[config.mk]
export PLATFORM = sky130hd
export DESIGN_NAME = dma_priority_resolver_flat
export DESIGN_NICKNAME = d
export VERILOG_FILES = /design/src/rtl/dma_pkg.sv /design/src/rtl/dma_priority_resolver_if.sv /design/src/rtl/dma_prio_encoder.sv /design/src/rtl/dma_priority_resolver.sv /design/src/flat_wrapper.sv
export SDC_FILE = /design/constraint.sdc
export NUM_CORES = 1
export LEC_CHECK = 0
export ABC_AREA = 1
export CAP_MARGIN = 20
export CELL_PAD_IN_SITES_DETAIL_PLACEMENT = 1
export CELL_PAD_IN_SITES_GLOBAL_PLACEMENT = 2
export CORE_MARGIN = 4
export CORE_UTILIZATION = 25
export DETAILED_ROUTE_END_ITERATION = 7
export PLACE_DENSITY_LB_ADDON = 0.1
export SYNTH_ARGS = -nofsm -noshare
export SYNTH_HDL_FRONTEND = slang
export SYNTH_HIERARCHICAL = 1
export SYNTH_SLANG_ARGS = --single-unit
[constraint.sdc]
create_clock -name CLK -period 2.3 [get_ports CLK]
set_clock_uncertainty 0.15 [all_clocks]
set_input_delay 0.575 -clock CLK [delete_from_list [all_inputs] [get_ports CLK]]
set_output_delay 0.575 -clock CLK [all_outputs]
set_load 0.01 [all_outputs]
[src/rtl/dma_pkg.sv]
// Shared definitions for the DMA priority resolver.
// Contents:
//   - channel count
//   - command register bit positions
//   - resolver FSM state type
package dma_pkg;

  localparam int unsigned NUM_CH = 4;

  // Command register bit positions
  localparam int unsigned CMD_DIS     = 0;  // controller disable
  localparam int unsigned CMD_ROT     = 1;  // rotating priority
  localparam int unsigned CMD_DREQ_LO = 2;  // DREQ inputs active-low
  localparam int unsigned CMD_DACK_HI = 3;  // DACK outputs active-high

  typedef enum logic [1:0] {
    IDLE,
    HOLD_REQ,
    SERVICE
  } state_e;

endpackage

[src/rtl/dma_priority_resolver_if.sv]
// Bus bundle between the DMA priority resolver and its environment.
// Signals:
//   dreq, mask_wr/mask_din, cmd_wr/cmd_din  request and register-write inputs
//   hlda, validDACK, eop                    CPU and timing-control handshakes
//   hrq, VALID_DREQ0..3, dack               hold request, one-hot grant, acknowledges
// Modports:
//   master  drives the inputs (CPU / timing control / bench side)
//   slave   the resolver itself
interface dma_priority_resolver_if;

  logic [3:0] dreq;
  logic       mask_wr;
  logic [3:0] mask_din;
  logic       cmd_wr;
  logic [3:0] cmd_din;
  logic       hlda;
  logic       validDACK;
  logic       eop;
  logic       hrq;
  logic       VALID_DREQ0;
  logic       VALID_DREQ1;
  logic       VALID_DREQ2;
  logic       VALID_DREQ3;
  logic [3:0] dack;

  modport master (
    output dreq, mask_wr, mask_din, cmd_wr, cmd_din, hlda, validDACK, eop,
    input  hrq, VALID_DREQ0, VALID_DREQ1, VALID_DREQ2, VALID_DREQ3, dack
  );

  modport slave (
    input  dreq, mask_wr, mask_din, cmd_wr, cmd_din, hlda, validDACK, eop,
    output hrq, VALID_DREQ0, VALID_DREQ1, VALID_DREQ2, VALID_DREQ3, dack
  );

endinterface

[src/rtl/dma_prio_encoder.sv]
// Combinational circular priority search over the four channels.
// Ports:
//   req_i           effective requests
//   prio_ptr_i      channel with highest priority; the search runs upward from it and wraps
//   grant_onehot_o  one-hot winner (zero if there are no requests)
//   grant_idx_o     index of the winner (zero if there are no requests)
module dma_prio_encoder
  import dma_pkg::*;
(
  input  logic [NUM_CH-1:0] req_i,
  input  logic [1:0]        prio_ptr_i,
  output logic [NUM_CH-1:0] grant_onehot_o,
  output logic [1:0]        grant_idx_o
);

  logic [1:0] idx;
  logic       found;

  always_comb begin
    grant_onehot_o = '0;
    grant_idx_o    = '0;
    found          = 1'b0;
    idx            = '0;
    for (int k = 0; k < NUM_CH; k++) begin
      // 2-bit add gives the mod-4 wrap
      idx = prio_ptr_i + 2'(k);
      if (!found && req_i[idx]) begin
        found               = 1'b1;
        grant_idx_o         = idx;
        grant_onehot_o[idx] = 1'b1;
      end
    end
  end

endmodule

[src/rtl/dma_priority_resolver.sv]
// Four-channel DMA request arbiter.
// Function:
//   - Conditions the raw DREQ inputs with command polarity, mask and disable.
//   - Raises hrq to the CPU.
//   - On hlda, latches a one-hot grant using fixed or rotating priority.
//   - Drives DACK while timing control reports validDACK.
//   - Releases the bus on eop, or when hlda is withdrawn.
// Ports:
//   CLK    system clock
//   RESET  synchronous active-high reset
//   bus    dma_priority_resolver_if.slave (requests, register writes, handshakes, grant, dack)
module dma_priority_resolver
  import dma_pkg::*;
(
  input logic                     CLK,
  input logic                     RESET,
  dma_priority_resolver_if.slave  bus
);

  state_e            state_q, state_d;
  logic [NUM_CH-1:0] dreq_q, dreq_d;
  logic [NUM_CH-1:0] mask_q, mask_d;
  logic [3:0]        cmd_q, cmd_d;
  logic [1:0]        prio_ptr_q, prio_ptr_d;
  logic [NUM_CH-1:0] grant_q, grant_d;
  logic [1:0]        grant_idx_q, grant_idx_d;
  logic              hrq_q, hrq_d;

  logic [NUM_CH-1:0] req_eff;
  logic [1:0]        search_ptr;
  logic [NUM_CH-1:0] enc_onehot;
  logic [1:0]        enc_idx;
  logic [NUM_CH-1:0] dack_act;

  // Effective requests use the registered dreq and the current register contents,
  // so register writes are seen one cycle after they are made.
  assign req_eff = (dreq_q ^ {NUM_CH{cmd_q[CMD_DREQ_LO]}}) & ~mask_q
                   & {NUM_CH{~cmd_q[CMD_DIS]}};

  // Fixed priority is simply a circular search that starts at channel 0
  assign search_ptr = cmd_q[CMD_ROT] ? prio_ptr_q : 2'd0;

  dma_prio_encoder u_prio_encoder (
    .req_i          (req_eff),
    .prio_ptr_i     (search_ptr),
    .grant_onehot_o (enc_onehot),
    .grant_idx_o    (enc_idx)
  );

  always_comb begin
    state_d     = state_q;
    dreq_d      = bus.dreq;
    mask_d      = bus.mask_wr ? bus.mask_din : mask_q;
    cmd_d       = bus.cmd_wr ? bus.cmd_din : cmd_q;
    prio_ptr_d  = prio_ptr_q;
    grant_d     = grant_q;
    grant_idx_d = grant_idx_q;

    unique case (state_q)
      IDLE: begin
        if (|req_eff) state_d = HOLD_REQ;
      end
      HOLD_REQ: begin
        if (!(|req_eff)) begin
          state_d = IDLE;
        end else if (bus.hlda) begin
          state_d     = SERVICE;
          grant_d     = enc_onehot;
          grant_idx_d = enc_idx;
        end
      end
      SERVICE: begin
        // Mask/disable changes never abort a service in progress; eop beats a dropped hlda
        if (bus.eop) begin
          state_d = IDLE;
          grant_d = '0;
          if (cmd_q[CMD_ROT]) prio_ptr_d = grant_idx_q + 2'd1;
        end else if (!bus.hlda) begin
          state_d = IDLE;
          grant_d = '0;
        end
      end
      default: begin
        state_d = IDLE;
        grant_d = '0;
      end
    endcase

    // Switching to fixed priority restarts the rotation from channel 0
    if (bus.cmd_wr && !bus.cmd_din[CMD_ROT]) prio_ptr_d = '0;

    hrq_d = (state_d != IDLE);
  end

  always_ff @(posedge CLK) begin
    if (RESET) begin
      state_q     <= IDLE;
      dreq_q      <= '0;
      mask_q      <= 4'hF;
      cmd_q       <= 4'h0;
      prio_ptr_q  <= '0;
      grant_q     <= '0;
      grant_idx_q <= '0;
      hrq_q       <= 1'b0;
    end else begin
      state_q     <= state_d;
      dreq_q      <= dreq_d;
      mask_q      <= mask_d;
      cmd_q       <= cmd_d;
      prio_ptr_q  <= prio_ptr_d;
      grant_q     <= grant_d;
      grant_idx_q <= grant_idx_d;
      hrq_q       <= hrq_d;
    end
  end

  // dack follows validDACK combinationally; polarity set by the command register
  assign dack_act = (state_q == SERVICE && bus.validDACK) ? grant_q : '0;
  assign bus.dack = cmd_q[CMD_DACK_HI] ? dack_act : ~dack_act;

  assign bus.hrq         = hrq_q;
  assign bus.VALID_DREQ0 = grant_q[0];
  assign bus.VALID_DREQ1 = grant_q[1];
  assign bus.VALID_DREQ2 = grant_q[2];
  assign bus.VALID_DREQ3 = grant_q[3];

endmodule

[src/flat_wrapper.sv]
// flat-port wrapper written by rule: the top's interface ports become plain ports
module dma_priority_resolver_flat import dma_pkg::*;
  (CLK, RESET, bus_dreq, bus_mask_wr, bus_mask_din, bus_cmd_wr, bus_cmd_din, bus_hlda, bus_validDACK, bus_eop, bus_hrq, bus_VALID_DREQ0, bus_VALID_DREQ1, bus_VALID_DREQ2, bus_VALID_DREQ3, bus_dack);
  dma_priority_resolver_if bus_i ();
  input logic CLK;
  input logic RESET;
  input wire logic [$bits(bus_i.dreq)-1:0] bus_dreq;
  input wire logic [$bits(bus_i.mask_wr)-1:0] bus_mask_wr;
  input wire logic [$bits(bus_i.mask_din)-1:0] bus_mask_din;
  input wire logic [$bits(bus_i.cmd_wr)-1:0] bus_cmd_wr;
  input wire logic [$bits(bus_i.cmd_din)-1:0] bus_cmd_din;
  input wire logic [$bits(bus_i.hlda)-1:0] bus_hlda;
  input wire logic [$bits(bus_i.validDACK)-1:0] bus_validDACK;
  input wire logic [$bits(bus_i.eop)-1:0] bus_eop;
  output wire logic [$bits(bus_i.hrq)-1:0] bus_hrq;
  output wire logic [$bits(bus_i.VALID_DREQ0)-1:0] bus_VALID_DREQ0;
  output wire logic [$bits(bus_i.VALID_DREQ1)-1:0] bus_VALID_DREQ1;
  output wire logic [$bits(bus_i.VALID_DREQ2)-1:0] bus_VALID_DREQ2;
  output wire logic [$bits(bus_i.VALID_DREQ3)-1:0] bus_VALID_DREQ3;
  output wire logic [$bits(bus_i.dack)-1:0] bus_dack;
  assign bus_i.dreq = bus_dreq;
  assign bus_i.mask_wr = bus_mask_wr;
  assign bus_i.mask_din = bus_mask_din;
  assign bus_i.cmd_wr = bus_cmd_wr;
  assign bus_i.cmd_din = bus_cmd_din;
  assign bus_i.hlda = bus_hlda;
  assign bus_i.validDACK = bus_validDACK;
  assign bus_i.eop = bus_eop;
  assign bus_hrq = bus_i.hrq;
  assign bus_VALID_DREQ0 = bus_i.VALID_DREQ0;
  assign bus_VALID_DREQ1 = bus_i.VALID_DREQ1;
  assign bus_VALID_DREQ2 = bus_i.VALID_DREQ2;
  assign bus_VALID_DREQ3 = bus_i.VALID_DREQ3;
  assign bus_dack = bus_i.dack;
  dma_priority_resolver u_core (.CLK(CLK), .RESET(RESET), .bus(bus_i));
endmodule
# Word level (Yosys, flattened, before mapping)
# Index checks and enable logic that the tools add are counted.
[classes] addsub=4 order_cmp=8 n_eq_ne=5 n_mux=41 bitwise_logic=10 reduce_logical=20
[ops] operator="$mux W4" n=10
[ops] operator="$mux W2" n=10
[ops] operator="$lt A2 B3 Y1 const B" n=4
[ops] operator="$or A4 B4 Y4" n=3
[ops] operator="$pmux W4 S3" n=1
[ops] operator="$mux W1" n=11
[ops] operator="$logic_and A1 B1 Y1" n=9
[ops] operator="$and A4 B4 Y4" n=2
[ops] operator="$bmux W1 S2" n=4
[ops] operator="$demux W1 S2" n=4
[ops] operator="$ge A2 B1 Y1 const B" n=4
[ops] operator="$not A4 Y4" n=2
[ops] operator="$pmux W2 S3" n=1
[ops] operator="$reduce_and A3 Y1" n=2
[ops] operator="$add A2 B1 Y2 const B" n=2
[ops] operator="$add A2 B2 Y2 const B" n=2
[ops] operator="$logic_not A1 Y1" n=4
[ops] operator="$reduce_and A4 Y1" n=1
[ops] operator="$reduce_or A4 Y1" n=1
[ops] operator="$xor A4 B4 Y4" n=1
[ops] operator="$ne A3 B3 Y1 const B" n=1
[ops] operator="$eq A2 B1 Y1 const B" n=1
[ops] operator="$eq A2 B2 Y1 const B" n=1
[ops] operator="$logic_not A2 Y1" n=1
[ops] operator="5 further kinds" n=6
[word_totals] register_bits=23 in_bits=19 word_cells=96

# Longest topological paths before layout
[depth] depth_word=18 depth_mapped=16

# Hierarchy
# Netlist, hierarchy kept.
[modules_own_cells] module="dma_priority_resolver" n_inst=1 cells_each=155 area_per_inst_um2=1111.1 seq_area_each_um2=460.4
[modules_own_cells] module="dma_prio_encoder" n_inst=1 cells_each=73 area_per_inst_um2=439.2 seq_area_each_um2=0.0

# Worst setup path before layout
# OpenSTA, ideal clock, no wires.
[synth_path] path_type="register -> register" start="reg u_core.cmd_q[1]" end="reg u_core.grant_q[2]" arrival_ns=1.861 path_slack_ns=0.171 stages_incl_launch_ff=15 path_buffers=1 synth_period_minus_slack_ns=2.129 path_cell_list="dfxtp_1 -> nand2_1 -> inv_1 -> inv_2 -> ha_1 -> inv_1 -> nand2_1 -> nand2_2 -> nor2_4 -> buf_6 -> nand3_1 -> nand3_1 -> nand2_1 -> a21boi_0 -> nor2_1"
[synth_between] elab_chain_cells=16 word_cells_on_any_way=51 classes_between="add/sub (3); order compare (8); mux (27); bitwise (3); reduce/logical (10)"
[synth_rtl] item="start: declaration" line_no="dma_priority_resolver.sv:23" text="logic [3:0] cmd_q, cmd_d;"
[synth_rtl] item="start signal: assignment" line_no="dma_priority_resolver.sv:109" text="cmd_q <= cmd_d;"
[synth_rtl] item="$mux W2 *" line_no="dma_priority_resolver.sv:41" text="assign search_ptr = cmd_q[CMD_ROT] ? prio_ptr_q : 2'd0;"
[synth_rtl] item="via u_core.search_ptr[0]" line_no="dma_priority_resolver.sv:30" text="logic [1:0] search_ptr;"
[synth_rtl] item="parallel branches: the longest is 11 deep, another holds $lt A2 B3 Y1"
[synth_rtl] item="$mux W4 *" line_no="dma_prio_encoder.sv:27" text="if (!found && req_i[idx]) begin"
[synth_rtl] item="via u_core.enc_onehot[2]" line_no="dma_priority_resolver.sv:31" text="logic [NUM_CH-1:0] enc_onehot;"
[synth_rtl] item="$mux W4 *" line_no="dma_priority_resolver.sv:66" text="end else if (bus.hlda) begin"
[synth_rtl] item="$mux W4 *" line_no="dma_priority_resolver.sv:64" text="if (!(|req_eff)) begin"
[synth_rtl] item="$pmux W4 S3 *" line_no="dma_priority_resolver.sv:59" text="unique case (state_q)"
[synth_rtl] item="end signal: assignment" line_no="dma_priority_resolver.sv:111" text="grant_q <= grant_d;"
[synth_rtl] item="end: declaration" line_no="dma_priority_resolver.sv:25" text="logic [NUM_CH-1:0] grant_q, grant_d;"
# Mark *: on every way through the listed nets, which the timed path passes. The select of a mux whose other input is x is not followed.
# A chain may end at the register's enable or synchronous reset.

# Worst setup path in the final report
[layout_path] start="in bus_validDACK" end="out bus_dack[2]"
[layout_between] elab_chain_cells=4
[layout_rtl] item="start: declaration" line_no="flat_wrapper.sv:13" text="input wire logic [$bits(bus_i.validDACK)-1:0] bus_validDACK;"
[layout_rtl] item="$logic_and A1 B1 Y1 *" line_no="dma_priority_resolver.sv:118" text="assign dack_act = (state_q == SERVICE && bus.validDACK) ? grant_q : '0;"
[layout_rtl] item="$mux W4 *" line_no="dma_priority_resolver.sv:118"
[layout_rtl] item="$not A4 Y4" line_no="dma_priority_resolver.sv:119" text="assign bus.dack = cmd_q[CMD_DACK_HI] ? dack_act : ~dack_act;"
[layout_rtl] item="$mux W4 *" line_no="dma_priority_resolver.sv:119"
[layout_rtl] item="end: declaration" line_no="flat_wrapper.sv:20" text="output wire logic [$bits(bus_i.dack)-1:0] bus_dack;"
# Mark *: on every way between the ends. The rest lies on a longest branch, timed or not.

==> metrics <==
root buffer selected by CTS clkbuf_8; status complete, no violations; critical path arrival 1.36 ns; endpoints failing hold 0; Initial Util 26.0%; # rows 28; setup repair bufs after CTS 0; post-DP HPWL 3.36 mm; Yosys reg bits 23; adder-cell share of the synthesized area 4.04%; fraction of layout cells with a size suffix above 1 21.2%; 1st-iter DRT viols 31; Crit Path Max Fanout 4; overall global routing resource usage 11.8%; CTS tree done; worst reg2reg path depth 13; Vias 1,504; R2R Path Start u_core/cmd_q[1]; Ant. Diodes 0; Synth Instances 228; highest clock rate 0.481 GHz; reg2reg setup slack 0.30 ns; clock-pin slew on the worst setup and hold paths 0.08 ns; Peak supply drop 0.210 mV; setup ws final 0.219 ns; commonest cells after routing, fill and taps aside nand2_1 (46), inv_1 (30), nor2_1 (25); core box area 5960 um2; die width 86.7 um; final setup fails 0; Setup WS pre-CTS -0.458 ns; Hold Slack 0.314 ns; reg-to-reg endpoint u_core/grant_q[0]; Util after Layout 34.0%; critical path data required time 1.57 ns; Pins Over Slew Limit 0; chip height 86.7 um; CTS Buffer Depth 2; Syn Area/Cell 6.80 um2; global-route wire length before repair 7.09 mm; compound-gate portion of the synthesized area 11.0%; count of cell types in the netlist 29; router iterations before antenna repair 4; final net count 289; Min Clock Period, post-route 2.08 ns; unrepaired setup endpoints after global routing no; YS warnings 6; hold path startpoint u_core/mask_q[0]; DIE AREA 7520 um2; Critical Path End Type primary output; Hold EP u_core/mask_q[0]; clk sinks 23; min-delay worst type register to register; Via-to-Cell Ratio 4.44; vias in the first global route 1,461; Clock Latency Late Sink 0.27 ns; wirelength, routed 4.13 mm; post-synthesis xor/xnor area fraction 2.82%; slew of the pin with the lowest slew margin 0.484 ns; mapped cell area 1550 um2; area grow syn2layout 30.7%; Slew HR 67.6%; simple-gate share of the synthesized area 42.2%; antenna viol nets, final 0; startpoint types primary input; overall power 0.868 mW; GPL Wtd Cong 0.704; commonest non-fill, non-tap cell in the layout nand2_1; global route total overflow 0; syn_nets 252; Power Density 428 nW/um2; drt drc 0; total CTS buffers 3; H-Tree Depth 1; WL per Instance 12.2 um; period utilization 90.5%; hold path depth 2; mux contribution to synthesized area 0%; # hold bufs at CTS 0; largest family of logic cells by synthesized area simple AND/OR/NAND/NOR gates; register area share after synthesis 29.7%; port bufs 27; Max Cap Viol 0; initial antenna violation count 0; kind of critical path primary input to primary output; Static Leak 0.936 nW; # IOs 28; largest net degree at the start of global routing 14
layer usage:
metal	track usage (%)	share of wire, %	up-vias
met5	0	0	-
met4	3.82	1.2	0
met3	2.00	3.3	4
met2	18.2	47	22
met1	16.7	49	681
li1	-	-	797
where the power goes:
group | switching (mW) | total [mW] | internal, mW | leakage, nW
registers | 0.0162 | 0.435 | 0.419 | 0.190
logic | 0.0957 | 0.176 | 0.0802 | 0.721
clock network | 0.136 | 0.257 | 0.121 | 0.0255
total | 0.248 | 0.868 | 0.620 | 0.936
registers in the layout, summed over array words and instances (netlist names):
name                flops
u_core/cmd_q            4
u_core/dreq_q           4
u_core/grant_q          4
u_core/mask_q           4
u_core/grant_idx_q      2
u_core/prio_ptr_q       2
u_core/state_q          2
u_core/bus.hrq          1
worst max path at each step:
| stage | startpoint | endpoint | slack (ns) | cells after the start |
|---|---|---|---|---|
| 4_1_cts | u_core/cmd_q[1] | u_core/grant_q[0] | 0.06 | 13 |
| 5_1_grt | u_core/cmd_q[0] | u_core/grant_q[3] | 0.03 | 15 |
| 3_3_place_gp | bus_validDACK | bus_dack[3] | -0.42 | 5 |
| 3_5_place_dp | bus_validDACK | bus_dack[2] | -0.46 | 5 |
| 6_report | bus_validDACK | bus_dack[2] | 0.22 | 5 |
| 2_1_floorplan | u_core/cmd_q[1] | u_core/grant_q[2] | 0.17 | 14 |
synthesized netlist by cell type (all sizes together):
master / number / area [um2]
xnor2: 1 / 8.76
inv: 35 / 131
dfxtp: 23 / 460
a21boi: 7 / 52.6
a211oi: 2 / 15.0
nand2: 65 / 292
clkbuf: 1 / 3.75
o211ai: 1 / 7.51
nand3b: 3 / 22.5
nor2: 27 / 111
and3: 1 / 6.26
a21oi: 10 / 50.1
nand3: 26 / 173
nand4: 8 / 50.1
o21ai: 6 / 45.1
xor2: 4 / 35.0
ha: 5 / 62.6
buf: 3 / 23.8
critical path, stage by stage:
cell and delay, ns:
dlygate4sd2_1 0.23, and3_4 0.20, nand2_2 0.06, xor2_1 0.14
buf_2 0.15
per-stage QoR:
stage | TNS, ns | cells | cell area, um2
2_1_floorplan | 0 | 228 | 1550
3_5_place_dp | -1.76 | 334 | 1950
3_3_place_gp | -1.67 | 334 | 1950
4_1_cts | 0 | 338 | 1990
6_report | 0 | 339 | 2030
5_1_grt | 0 | 339 | 2030
layout make-up:
type,count,area [um2]
Inverter,35,131
Tap cell,75,93.8
Fill cell,793,3930
Clock inverter,1,5.00
Clock buffer,3,41.3
Sequential cell,23,463
Timing Repair Buffer,35,309
Multi-Input combinational cell,167,982
what timing repair did:
action                     in CTS  in global routing
gates resized for setup        22                  7
setup endpoints to repair       4                  6
gates cloned                    0                  1
pin swaps                       0                  1
hold endpoints to repair        0                  0
cell families (layout without fill, tap and decap cells):
family	count (synthesis)	count (layout)
XOR/XNOR	5	5
AND/OR/NAND/NOR	130	131
flip-flops	23	23
AO/OA/AOI/OAI	26	26
adder cells (fa/ha/maj)	5	5
buffers and inverters	39	74
Power figures use the tool's default switching activity.
